--- src/rtl/if_fetch_unit_if.sv ---
// Fetch-unit bundle: pipeline control in, instruction memory req/ack, IF_ID outputs.
// master = fetch unit side, slave = pipeline/memory environment side.
interface if_fetch_unit_if;
  logic        freeze;
  logic        branchTaken;
  logic [31:0] branchAddress;
  logic        memReq;
  logic [31:0] memAddr;
  logic        memAck;
  logic [31:0] memRdata;
  logic [31:0] PCPlus;
  logic [31:0] inst;
  logic        instValid;

  modport master (
    input  freeze, branchTaken, branchAddress, memAck, memRdata,
    output memReq, memAddr, PCPlus, inst, instValid
  );

  modport slave (
    output freeze, branchTaken, branchAddress, memAck, memRdata,
    input  memReq, memAddr, PCPlus, inst, instValid
  );
endinterface

--- src/rtl/if_fetch_unit.sv ---
// Instruction fetch unit: owns the PC, fetches over a variable-latency req/ack
// handshake and presents PCPlus/inst/instValid to IF_ID, with branch redirect.
module if_fetch_unit #(
  parameter logic [31:0] RESET_PC = 32'h0000_0000
) (
  input logic            clk,
  input logic            rst,
  if_fetch_unit_if.master fu
);

  typedef enum logic [1:0] {S_FETCH, S_VALID, S_DISCARD} state_e;

  state_e      state_q, state_d;
  logic [31:0] pc_q, pc_d;
  logic [31:0] stale_addr_q, stale_addr_d;
  logic [31:0] pc_plus_q, pc_plus_d;
  logic [31:0] inst_q, inst_d;
  logic        inst_valid_q, inst_valid_d;

  logic        mem_req;
  logic [31:0] mem_addr;
  logic        ack;

  // Request is a pure function of state so an outstanding fetch never changes
  // address or drops while waiting; a branch only redirects pc for later.
  always_comb begin
    mem_req  = 1'b0;
    mem_addr = pc_q;
    if (!rst) begin
      case (state_q)
        S_FETCH:   mem_req = 1'b1;
        S_VALID:   mem_req = !fu.freeze;
        S_DISCARD: begin
          mem_req  = 1'b1;
          mem_addr = stale_addr_q;
        end
        default:   mem_req = 1'b0;
      endcase
    end
  end

  assign ack = fu.memAck & mem_req;

  always_comb begin
    state_d      = state_q;
    pc_d         = pc_q;
    stale_addr_d = stale_addr_q;
    pc_plus_d    = pc_plus_q;
    inst_d       = inst_q;
    inst_valid_d = inst_valid_q;

    if (fu.branchTaken) begin
      pc_d         = fu.branchAddress & 32'hFFFF_FFFC;
      inst_valid_d = 1'b0;
      // An unacked request must still be drained; its response is dropped.
      if (mem_req && !ack) begin
        state_d      = S_DISCARD;
        stale_addr_d = mem_addr;
      end else begin
        state_d = S_FETCH;
      end
    end else begin
      case (state_q)
        S_FETCH: begin
          if (ack) begin
            inst_d       = fu.memRdata;
            pc_plus_d    = pc_q + 32'd4;
            pc_d         = pc_q + 32'd4;
            inst_valid_d = 1'b1;
            state_d      = S_VALID;
          end
        end
        S_VALID: begin
          if (!fu.freeze) begin
            if (ack) begin
              inst_d       = fu.memRdata;
              pc_plus_d    = pc_q + 32'd4;
              pc_d         = pc_q + 32'd4;
              inst_valid_d = 1'b1;
            end else begin
              inst_valid_d = 1'b0;
              state_d      = S_FETCH;
            end
          end
        end
        S_DISCARD: begin
          if (ack) state_d = S_FETCH;
        end
        default: state_d = S_FETCH;
      endcase
    end
  end

  always_ff @(posedge clk) begin
    if (rst) begin
      state_q      <= S_FETCH;
      pc_q         <= RESET_PC;
      stale_addr_q <= 32'h0;
      pc_plus_q    <= 32'h0;
      inst_q       <= 32'h0;
      inst_valid_q <= 1'b0;
    end else begin
      state_q      <= state_d;
      pc_q         <= pc_d;
      stale_addr_q <= stale_addr_d;
      pc_plus_q    <= pc_plus_d;
      inst_q       <= inst_d;
      inst_valid_q <= inst_valid_d;
    end
  end

  assign fu.memReq    = mem_req;
  assign fu.memAddr   = mem_addr;
  assign fu.PCPlus    = pc_plus_q;
  assign fu.inst      = inst_q;
  assign fu.instValid = inst_valid_q;

endmodule
--- src/flat_wrapper.sv ---
// flat-port wrapper written by rule: the top's interface ports become plain ports
module if_fetch_unit_flat 
#(
  parameter logic [31:0] RESET_PC = 32'h0000_0000
)
  (clk, rst, fu_freeze, fu_branchTaken, fu_branchAddress, fu_memAck, fu_memRdata, fu_memReq, fu_memAddr, fu_PCPlus, fu_inst, fu_instValid);
  if_fetch_unit_if fu_i ();
  input logic clk;
  input logic rst;
  input wire logic [$bits(fu_i.freeze)-1:0] fu_freeze;
  input wire logic [$bits(fu_i.branchTaken)-1:0] fu_branchTaken;
  input wire logic [$bits(fu_i.branchAddress)-1:0] fu_branchAddress;
  input wire logic [$bits(fu_i.memAck)-1:0] fu_memAck;
  input wire logic [$bits(fu_i.memRdata)-1:0] fu_memRdata;
  output wire logic [$bits(fu_i.memReq)-1:0] fu_memReq;
  output wire logic [$bits(fu_i.memAddr)-1:0] fu_memAddr;
  output wire logic [$bits(fu_i.PCPlus)-1:0] fu_PCPlus;
  output wire logic [$bits(fu_i.inst)-1:0] fu_inst;
  output wire logic [$bits(fu_i.instValid)-1:0] fu_instValid;
  assign fu_i.freeze = fu_freeze;
  assign fu_i.branchTaken = fu_branchTaken;
  assign fu_i.branchAddress = fu_branchAddress;
  assign fu_i.memAck = fu_memAck;
  assign fu_i.memRdata = fu_memRdata;
  assign fu_memReq = fu_i.memReq;
  assign fu_memAddr = fu_i.memAddr;
  assign fu_PCPlus = fu_i.PCPlus;
  assign fu_inst = fu_i.inst;
  assign fu_instValid = fu_i.instValid;
  if_fetch_unit #(.RESET_PC(RESET_PC)) u_core (.clk(clk), .rst(rst), .fu(fu_i));
endmodule
--- config.mk ---
export PLATFORM = sky130hd
export DESIGN_NAME = if_fetch_unit_flat
export DESIGN_NICKNAME = d
export VERILOG_FILES = /design/src/rtl/if_fetch_unit_if.sv /design/src/rtl/if_fetch_unit.sv /design/src/flat_wrapper.sv
export SDC_FILE = /design/constraint.sdc
export NUM_CORES = 1
export LEC_CHECK = 0
export ABC_AREA = 1
export ABC_CLOCK_PERIOD_IN_PS = 1800
export BUFFER_PORTS_ARGS = -buffer_cell sky130_fd_sc_hd__buf_2
export CORE_MARGIN = 4
export CORE_UTILIZATION = 30
export CTS_CLUSTER_SIZE = 40
export DETAILED_ROUTE_END_ITERATION = 10
export HOLD_SLACK_MARGIN = 0.12
export PLACE_DENSITY_LB_ADDON = 0.08
export SYNTH_ARGS = -nofsm -noshare
export SYNTH_HDL_FRONTEND = slang
export SYNTH_SLANG_ARGS = --single-unit
--- constraint.sdc ---
create_clock -name clk -period 1.8 [get_ports clk]
set_input_delay 0.09 -clock clk [delete_from_list [all_inputs] [get_ports clk]]
set_output_delay 0.09 -clock clk [all_outputs]
set_load 0.01 [all_outputs]
==> reports/results.txt <==
Fin Setup TNS: 0 ns
Fmax achieved: 587 MHz
Final estimated routing congestion in global placement: 0.813
Syn Inst Count: 827
Max cap viols: 0
Antenna violation net count after detailed routing: 0
Post-route cell area: 8680 µm²
H-Tree Depth: 4
Clk slew on worst S/H paths: 0.06 ns
Worst Hold Class: in2reg
Max clock buf depth: 2
GRT Util Overall: 18.2%
Period utilisation layout: 94.7%
Slew Limit Fails: 0
Post-synth design cell area: 6030 µm²
Yosys cell types: 37
Crit path kind: reg2out
Inst Count DP: 1236
Sequential share of the synthesized area: 42.2%
Cts bufs inserted: 17
Finished Core Util: 44.3%
LEAKAGE: 3.86 nW
Worst-Margin Slew: 0.649 ns
Non-filler instance count after layout: 1340
Worst Setup Slack, final: 0.0959 ns
Top Ports: 167
Clk Latency, worst-skew pair: 0.42 ns
DR vias: 6048
Fin crit period: 1.70 ns
DP Area: 7160 µm²
Total gr overflow: 0
Avg Vias per Cell: 4.51
Die height: 150 µm
Startpoint types: flip-flop
Clk Tree Root Cell: clkbuf_16
Vias in the first global route: 5892
Starting Density: 30.8%
Core area: 19600 µm²
Rel. slew slack: 56.7%
Avg WL per Cell: 15.2 µm
#FFs+latches synth: 127
Critical Path RT: 1.71 ns
Status: completed
Syn avg cell area: 7.29 µm²
First-pass GRT wire length: 31700 µm
Syn-to-layout area delta: 44.0%
Clock skew: 0.00670 ns
RSZ-0062 raised after global routing: true
Total Wirelength: 20400 µm
Port bufs: 162
Hold Fails Final Rpt: 0
WHS: 0.170 ns
CTS tree: done
Pwr Density: 897 nW/µm²
CP Max Fanout: 16
Overall power: 7.79 mW
Pre-Repair DR Iteration Count: 4
# rows: 51
Die footprint: 22400 µm²
Initial antenna violation count: 0
CTS Sinks: 127
Die Wd: 150 µm
Layout cells sized above 1: 29.8%
Final setup viols: 0
DP HPWL: 13700 µm
DR iter-0 viols: 336
Largest net degree at the start of global routing: 62
ANT cells: 0
CP arrival: 1.61 ns
Pre-CTS setup slack: 0.127 ns
Maximum VDD drop: 550 µV
Yosys warns: 0
Drt drc: 0
Crit end category: primary output
Layout Nets: 1132
sequential cells by signal (all words and copies together), names as in the netlist:
signal               cells
u_core.fu.PCPlus        30
u_core.fu.inst          32
u_core.fu.instValid      1
u_core.pc_q             30
u_core.stale_addr_q     32
u_core.state_q           2
final timing paths:
check,slack [ns],to,depth (start not counted),startpoint
worst max-delay path,0.1,fu_memAddr[11],6,u_core.state_q[0]$_SDFFE_PP0P_
worst min register to register,0.46,u_core.fu.PCPlus[6]$_SDFFE_PP0P_,2,u_core.fu.PCPlus[6]$_SDFFE_PP0P_
worst max register to register,0.12,u_core.state_q[0]$_SDFFE_PP0P_,8,u_core.state_q[1]$_SDFFE_PP0P_
worst min-delay path,0.17,u_core.fu.instValid$_SDFFE_PP0P_,6,rst
logic make-up (layout without fill, tap and decap cells):
group	Yosys count	in the layout	share of synthesized area (%)
XOR/XNOR	7	7	1.27
adder cells (fa/ha/maj)	1	1	0.208
AND/OR/NAND/NOR	375	379	27.6
AO/OA/AOI/OAI	201	201	20.0
buffers and inverters	115	358	8.66
other	1	2	0.0622
flip-flops	127	127	42.2
cell type report:
class | instances | area, µm²
clock inverter | 12 | 184
clock buffer | 20 | 467
sequential | 127 | 2540
timing repair buffer | 258 | 1750
multi-input combinational | 590 | 3140
tap | 265 | 332
inverter | 68 | 255
fill | 2064 | 10900
timing repair:
| action | in CTS | in global routing |
|---|---|---|
| gates cloned | 2 | 2 |
| pin swaps | 3 | 1 |
| hold endpoints to repair | 67 | 0 |
| gates resized for setup | 3 | 26 |
| hold buffers | 66 | 0 |
| setup buffers | 2 | 0 |
| endpoints found under the setup margin | 32 | 40 |
layer usage:
metal	track usage [%]	routed length, µm	part of all wire, %	vias to the layer above
li1	-	-	-	3161
met5	0	0	0	-
met4	5.26	335	1.6	0
met2	31.6	10000	49	147
met3	5.09	1180	5.8	17
met1	22.1	8800	43	2723
worst max-delay path: stages (launching register included):
cell and delay [ns]:
dfxtp_1 0.47, nor2_4 0.09, buf_12 0.15, nand2_8 0.15, nand2_1 0.11, o21ai_2 0.08
buf_2 0.15
cell usage after synthesis, drive strengths merged:
cell	n	area, µm²
o41ai	1	8.76
a21boi	15	113
nand2	216	870
a21oi	77	412
and2	4	25.0
buf	31	206
xor2	4	50.1
a211oi	1	7.51
or2	1	6.26
o21bai	6	45.0
dfxtp	127	2540
clkbuf	16	60.1
o21ai	92	562
conb	1	3.75
nand4	2	12.5
xnor2	3	26.3
nor2	109	507
nand3	43	245
ha	1	12.5
inv	68	255
a31oi	9	56.3
placed cells by master, fill, tap and decap left out, types with 6 or more instances in the layout:
| cell type | synthesis | layout |
|---|---|---|
| a31oi_1 | 9 | 9 |
| dfxtp_1 | 127 | 125 |
| nand3_1 | 37 | 35 |
| nand3_2 | 6 | 7 |
| o21ai_2 | 27 | 26 |
| inv_1 | 62 | 62 |
| nand2_1 | 204 | 195 |
| a21boi_1 | 7 | 7 |
| clkbuf_16 | 0 | 17 |
| inv_2 | 6 | 6 |
| a21oi_2 | 7 | 7 |
| buf_4 | 6 | 25 |
| a21boi_0 | 8 | 8 |
| nand2_2 | 8 | 16 |
| a21oi_1 | 70 | 70 |
| buf_2 | 18 | 162 |
| dlygate4sd3_1 | 0 | 66 |
| o21ai_0 | 32 | 32 |
| nor2_4 | 7 | 8 |
| nor2_1 | 95 | 94 |
| o21ai_1 | 33 | 30 |
| o21bai_1 | 6 | 6 |
where the power goes:
part           switching [mW]  leakage, nW  internal, mW
clock                    1.35        0.312          2.44
sequential             0.0974         1.04          2.94
combinational           0.534         2.51         0.426
total                    1.98         3.86          5.80
No activity file was read; power rests on OpenSTA's default activity.
